## config.mk

```make
export PLATFORM = sky130hd
export DESIGN_NAME = reg_file_dumper
export DESIGN_NICKNAME = d
export VERILOG_FILES = /design/src/rtl/reg_file_dumper.sv
export SDC_FILE = /design/constraint.sdc
export NUM_CORES = 1
export LEC_CHECK = 0
export CELL_PAD_IN_SITES_DETAIL_PLACEMENT = 0
export CELL_PAD_IN_SITES_GLOBAL_PLACEMENT = 1
export CORE_AREA = 2 2 59 61
export CTS_CLUSTER_SIZE = 14
export DETAILED_ROUTE_END_ITERATION = 10
export DIE_AREA = 0 0 61 63
export GPL_TIMING_DRIVEN = 0
export PLACE_DENSITY_LB_ADDON = 0.1
export SYNTH_ARGS = -nofsm -noshare
export SYNTH_HDL_FRONTEND = slang
export SYNTH_SLANG_ARGS = --single-unit
```

## constraint.sdc

```tcl
create_clock -name CLK -period 2.1 [get_ports CLK]
set_input_delay 0.42 -clock CLK [delete_from_list [all_inputs] [get_ports CLK]]
set_output_delay 0.42 -clock CLK [all_outputs]
set_load 0.005 [all_outputs]
```

## src/rtl/reg_file_dumper.sv

```systemverilog
// Sequential debug reader: walks register-file addresses 0..NUM_REGS-1 through one
// read port and streams each captured {address, data} pair on a valid/ready output.
module reg_file_dumper #(
    parameter int NUM_REGS   = 8,
    parameter int ADDR_WIDTH = 3,
    parameter int DATA_WIDTH = 8,
    parameter int READ_WAIT  = 3
) (
    input  logic                  CLK,
    input  logic                  RESET,
    input  logic                  START,
    input  logic                  ABORT,
    output logic [ADDR_WIDTH-1:0] RF_ADDR,
    input  logic [DATA_WIDTH-1:0] RF_DATA,
    output logic [DATA_WIDTH-1:0] DATA_OUT,
    output logic [ADDR_WIDTH-1:0] ADDR_OUT,
    output logic                  VALID,
    input  logic                  READY,
    output logic                  BUSY,
    output logic                  DONE,
    output logic [1:0]            DBG_STATE
);

    localparam int CNT_W = (READ_WAIT > 1) ? $clog2(READ_WAIT) : 1;
    localparam logic [CNT_W-1:0]      CNT_LOAD  = CNT_W'(READ_WAIT - 1);
    localparam logic [ADDR_WIDTH-1:0] LAST_ADDR = ADDR_WIDTH'(NUM_REGS - 1);

    typedef enum logic [1:0] {
        S_IDLE    = 2'd0,
        S_WAIT    = 2'd1,
        S_PRESENT = 2'd2
    } state_t;

    state_t           state;
    logic [CNT_W-1:0] wait_cnt;

    assign DBG_STATE = state;

    // Stream handshake: a word transfers at a posedge where VALID=1 and READY=1.
    // Once VALID rises, DATA_OUT/ADDR_OUT stay frozen until that transfer (or ABORT).
    always_ff @(posedge CLK) begin
        if (RESET) begin
            state    <= S_IDLE;
            wait_cnt <= '0;
            RF_ADDR  <= '0;
            DATA_OUT <= '0;
            ADDR_OUT <= '0;
            VALID    <= 1'b0;
            BUSY     <= 1'b0;
            DONE     <= 1'b0;
        end else begin
            DONE <= 1'b0;
            case (state)
                S_IDLE: begin
                    if (START) begin
                        RF_ADDR  <= '0;
                        wait_cnt <= CNT_LOAD;
                        BUSY     <= 1'b1;
                        state    <= S_WAIT;
                    end
                end
                S_WAIT: begin
                    if (ABORT) begin
                        VALID <= 1'b0;
                        BUSY  <= 1'b0;
                        state <= S_IDLE;
                    end else if (wait_cnt != '0) begin
                        wait_cnt <= wait_cnt - 1'b1;
                    end else begin
                        DATA_OUT <= RF_DATA;
                        ADDR_OUT <= RF_ADDR;
                        VALID    <= 1'b1;
                        state    <= S_PRESENT;
                    end
                end
                S_PRESENT: begin
                    // ABORT wins the state even if READY would have completed the dump.
                    if (ABORT) begin
                        VALID <= 1'b0;
                        BUSY  <= 1'b0;
                        state <= S_IDLE;
                    end else if (READY) begin
                        VALID <= 1'b0;
                        if (RF_ADDR == LAST_ADDR) begin
                            BUSY  <= 1'b0;
                            DONE  <= 1'b1;
                            state <= S_IDLE;
                        end else begin
                            RF_ADDR  <= RF_ADDR + 1'b1;
                            wait_cnt <= CNT_LOAD;
                            state    <= S_WAIT;
                        end
                    end
                end
                default: begin
                    VALID <= 1'b0;
                    BUSY  <= 1'b0;
                    state <= S_IDLE;
                end
            endcase
        end
    end

endmodule
```

==> results of run 1 <==
registers in the layout, indices dropped and copies added (netlist names):
register   cells
ADDR_OUT       3
BUSY           1
DATA_OUT       8
DBG_STATE      2
DONE           1
RF_ADDR        3
VALID          1
wait_cnt       2
cells by family (layout without fill, tap and decap cells):
family	count (synthesis)	count (layout)	synth area share
AOI/OAI and AO/OA	32	32	0.207
and+or+nand+nor	50	50	0.246
buffers and inverters	12	46	0.0538
DFF	21	21	0.430
adders and majority gates	4	4	0.0512
muxes	1	1	0.0115
stage by stage:
stage	instance area, um2	std cells	setup slack (ns)	hold slack (ns)
2_1_floorplan	977	120	0.395	0.453
3_3_place_gp	1340	196	0.0947	0.442
3_5_place_dp	1340	196	0.0846	0.449
4_1_cts	1360	200	0.260	0.465
5_1_grt	1360	200	0.155	0.479
6_report	1360	200	0.284	0.462
cells in the mapped netlist, types with 3 or more instances:
cell,n
ha_1,4
nand2_1,24
and2_1,3
buf_2,3
a21oi_1,16
nor2_1,11
a22oi_1,3
o21ai_0,6
inv_1,5
dfxtp_1,21
clkbuf_1,3
nor3_1,3
layer usage:
metal  share of wire  vias to the layer above  track usage  wire length (um)
li1                -                      479            -                 -
met1            0.47                      438        0.192              1160
met2            0.48                       11        0.218              1190
met3           0.039                        2       0.0393                95
met4          0.0073                        0       0.0571                18
met5               0                        -            0                 0
layout make-up:
class / instances / area, um2
clock inverters: 1 / 5.00
multi-input cells: 87 / 504
clock buffers: 3 / 22.5
flip-flops and latches: 21 / 420
plain buffers: 7 / 33.8
inverters: 5 / 18.8
fillers: 367 / 1870
repair buffers: 30 / 300
well taps: 46 / 57.6
power by group:
group,internal (mW),leakage (nW),switching (mW)
Combinational,0.0706,0.312,0.0643
Sequential,0.412,0.170,0.00834
Clock,0.0711,0.0177,0.132
worst register-to-register path: stages (launching register included):
cell and delay [ns]:
dfxtp_1 0.38, ha_1 0.24, ha_1 0.19, and4bb_2 0.33, mux2_2 0.34, a22oi_1 0.18, nor2_1 0.05
how the worst min path moves through the flow:
stage,cells past startpoint,start,endpoint
after floorplan,2,ADDR_OUT[0],ADDR_OUT[0]
after global placement,2,DATA_OUT[4],DATA_OUT[4]
after detailed placement,2,DATA_OUT[3],DATA_OUT[3]
after CTS,2,ADDR_OUT[0],ADDR_OUT[0]
after global routing,2,DATA_OUT[6],DATA_OUT[6]
final,2,ADDR_OUT[0],ADDR_OUT[0]
==> impl_metrics.toml, run 1 <==
[cts]
hold_buffers = 0
post_cts_resized = 0
cts_root_buffer = "clkbuf_4"
clock_latency_ns = 0.31
clk_pin_slew_ns = 0.12
clock-sinks = 21
cts_buffers = 3
cts_tree = "built"
htree_levels = 1
cts_buffer_depth = 2
post_cts_buffers = 0

[worst_setup_path]
cpMostUsedCell = "ha_1"
slowest_delay_ns = 0.38
cp_top_family = "adder cells"
r2r_slack_ns = 0.28
worst-path-buf-inv = 0
crit_slowest_cell = "dfxtp_1"
cp.required_ns = 2.29
rr_endpoint = "RF_ADDR[0]"
critPathArrivalTime_ns = 2.01
cp-endpoint = "RF_ADDR[0]"
cp-startpoint = "RF_ADDR[0]"
r2r-start = "RF_ADDR[0]"
crit_fanout = 6
crit_path_start_kind = "flop"
r2r_cells = 6
crit_type = "reg -> reg"
end_kind = "flop"
cp.depth = 6
path_cells = "ha_1, ha_1, and4bb_2, mux2_2, a22oi_1, nor2_1"

[placed_design]
gp_congestion = 0.810
portBuffers = 30
dp_hpwl_um = 1840

[routing]
vias = 930
drt_wl_total_um = 2460
antenna_left = 0
first_pass_iters = 4
routedWlPerCell_um = 12.3
via_per_inst = 4.65
route.detailed.drc = 0
drt_iter0_drc = 30

[grt]
grt_max_degree = 13
grt_usage = 0.145
grt_overflow = 0
grt_pass1_wl_um = 4130
grt_pass1_vias = 912
antenna_found_initial = 0

[logic_synthesis]
synth_edf_count = 0
synth_top_cell_by_area = "dfxtp_1"
synth_seq_area_share = 0.430
ys_async_sr_fraction = 0
syn_avg_cell_area_um2 = 8.14
synth_area_um2 = 977
synth.distinct_cells = 28
synth_area_leaders = "dfxtp_1 (43%), nand2_1 (9.2%), a21oi_1 (8.2%)"
yosys.area.top_type_share = 0.430
yosysWarnings = 0
ys_seq_elements = 21
ys.flop_type = "dfxtp_1"
syn_inst = 120
synth_fp_nets = 137

[timing]
slew_violations = 0
rsz0062_at_grt = "false"
fin_crit_sh = 0.865
tns_ns = 0
post-route-min-period_ns = 1.82
clock-skew-final_ns = 0.00523
clock.fmax_mhz = 551
hold_violations = 0
slew_headroom = 0.668
setup_viol = 0
worst_pin_slew_ns = 0.498

[die]
start_util = 0.302
die_area_mm2 = 0.00384
io_pins = 32
row_count = 21
core_mm2 = 0.00323
die_h_um = 63
die_x_um = 61

[job]
max-cap-violations = 0

[pwr]
power.total_mw = 0.758
leakagePower_nw = 0.500
max-vdd-ir-drop_v = 0.000186
power_density_mw_per_mm2 = 557

[layout]
layout_common_cells = "clkdlybuf4s50_1 (30), nand2_1 (24), dfxtp_1 (21)"
diodes = 0
nets = 172
final_layout_size_suffix_gt1_frac = 0.0844
syn_to_final_growth_pct = 39.4
fin_util = 0.422
mostFrequentLayoutCell = "clkdlybuf4s50_1"

[status]
status = "finished clean"

[min_path]
hold_path_class = "reg -> reg"
Power figures use the tool's default switching activity.
==> run 2, diff against run 1 <==
- CORE_AREA: 2 2 59 61 -> 2 2 51 53
- DIE_AREA: 0 0 61 63 -> 0 0 53 55
- DONT_BUFFER_PORTS: default -> 1
==> impl_metrics.toml, run 2 (synthesized netlist as in run 1, its figures left out) <==
[cts]
cts_root_buffer = "clkbuf_4"
post_cts_resized = 0
cts_buffer_depth = 2
hold_buffers = 0
clock-sinks = 21
cts_buffers = 3
clock_latency_ns = 0.32
clk_pin_slew_ns = 0.13
cts_tree = "built"
post_cts_buffers = 0
htree_levels = 1

[worst_setup_path]
cpMostUsedCell = "ha_1"
slowest_delay_ns = 0.39
crit_slowest_cell = "dfxtp_1"
crit_type = "reg -> reg"
path_cells = "ha_1, ha_1, and4bb_2, mux2_2, a22oi_1, nor2_1"
cp.required_ns = 2.31
critPathArrivalTime_ns = 2.04
crit_fanout = 6
cp_top_family = "adder cells"
crit_path_start_kind = "flop"
worst-path-buf-inv = 0
r2r_slack_ns = 0.27
end_kind = "flop"

[die]
die_x_um = 53
die_area_mm2 = 0.00292
io_pins = 32
core_mm2 = 0.00236
start_util = 0.413
row_count = 18
die_h_um = 55

[timing]
setup_viol = 0
post-route-min-period_ns = 1.83
worst_pin_slew_ns = 0.480
tns_ns = 0
clock.fmax_mhz = 545
slew_violations = 0
clock-skew-final_ns = 0.00394
slew_headroom = 0.680
hold_violations = 0
whs_ns = 0.218
fin_crit_sh = 0.873
setup_ws_ns = 0.266
rsz0062_at_grt = "false"

[layout]
reg_top3 = "DATA_OUT: 8 flops, ADDR_OUT: 3 flops, RF_ADDR: 3 flops"
largest_reg_flops = 8
layout_common_cells = "nand2_1 (24), dfxtp_1 (21), a21oi_1 (16)"
instances_no_fill = 154
regMostFlops = "DATA_OUT"
mostFrequentLayoutCell = "nand2_1"
final_layout_size_suffix_gt1_frac = 0.105
syn_to_final_growth_pct = 6.66
fin_util = 0.441
nets = 142
diodes = 0

[placed_design]
portBuffers = 0
dp.cells = 150
dp_hpwl_um = 1540
gp_congestion = 0.776
pre_cts_slack_ns = 0.275

[grt]
grt_overflow = 0
grt_pass1_vias = 711
antenna_found_initial = 0
grt_max_degree = 13
grt_usage = 0.160
grt_pass1_wl_um = 3310

[pwr]
switchingPower_mw = 0.198
p_comb_frac = 0.122
max-vdd-ir-drop_v = 0.000375
clockPowerShare = 0.288
p_seq_frac = 0.590
leakagePower_nw = 0.392
power_density_mw_per_mm2 = 688
swShare = 0.276
p_int_mw = 0.519

[routing]
vias = 803
antenna_left = 0
route.detailed.drc = 0
drt_wl_total_um = 2090
drt_iter0_drc = 15
routedWlPerCell_um = 13.6
via_per_inst = 5.21
first_pass_iters = 4

[status]
status = "finished clean"

[job]
max-cap-violations = 0

[min_path]
hold_path_class = "in -> reg"
==> run 2: cell types whose count changed in the layout (fill, tap and decap cells not counted) <==
cell / before / now
clkdlybuf4s50_1: 30 / 0
==> run 2: layout make-up <==
type	count	area (um2)
inverters	5	18.8
clock inverters	1	5.00
fillers	264	1320
clock buffers	3	22.5
plain buffers	7	33.8
flip-flops and latches	21	420
well taps	30	37.5
multi-input cells	87	504
==> run 2: layer usage <==
layer,vias to the layer above,GRT usage,share of wire
li1,421,-,-
met1,358,0.214,0.47
met2,19,0.240,0.45
met3,5,0.0430,0.061
met4,0,0.0769,0.019
met5,-,0,0
==> run 2: final timing paths <==
check | start | end | cells past startpoint
worst min register to register | DATA_OUT[2] | DATA_OUT[2] | 2
worst max-delay path | RF_ADDR[0] | RF_ADDR[0] | 6
worst min-delay path | RF_DATA[6] | DATA_OUT[6] | 2
worst max register to register | RF_ADDR[0] | RF_ADDR[0] | 6
==> run 2: power by group through the flow <==
stage	clock [mW]	combinational, mW	sequential, mW
after detailed placement	0	0.0875	0.433
after global routing	0.231	0.101	0.426
final	0.207	0.0878	0.423
after CTS	0.213	0.0883	0.424
after global placement	0	0.0869	0.432
after floorplan	0	0.0717	0.430
==> run 2: metrics by stage <==
stage | cell area (um2) | total power [mW]
finish | 1040 | 0.717
global route | 1040 | 0.758
CTS | 1040 | 0.725
detailed placement | 1010 | 0.520
global placement | 1010 | 0.519
floorplan | 977 | 0.502
==> run 3, diff against run 2 <==
- CTS_CLUSTER_DIAMETER: default -> 100
==> results of run 3 <==
Final layout, timing and power as in run 2 (identical DEF).
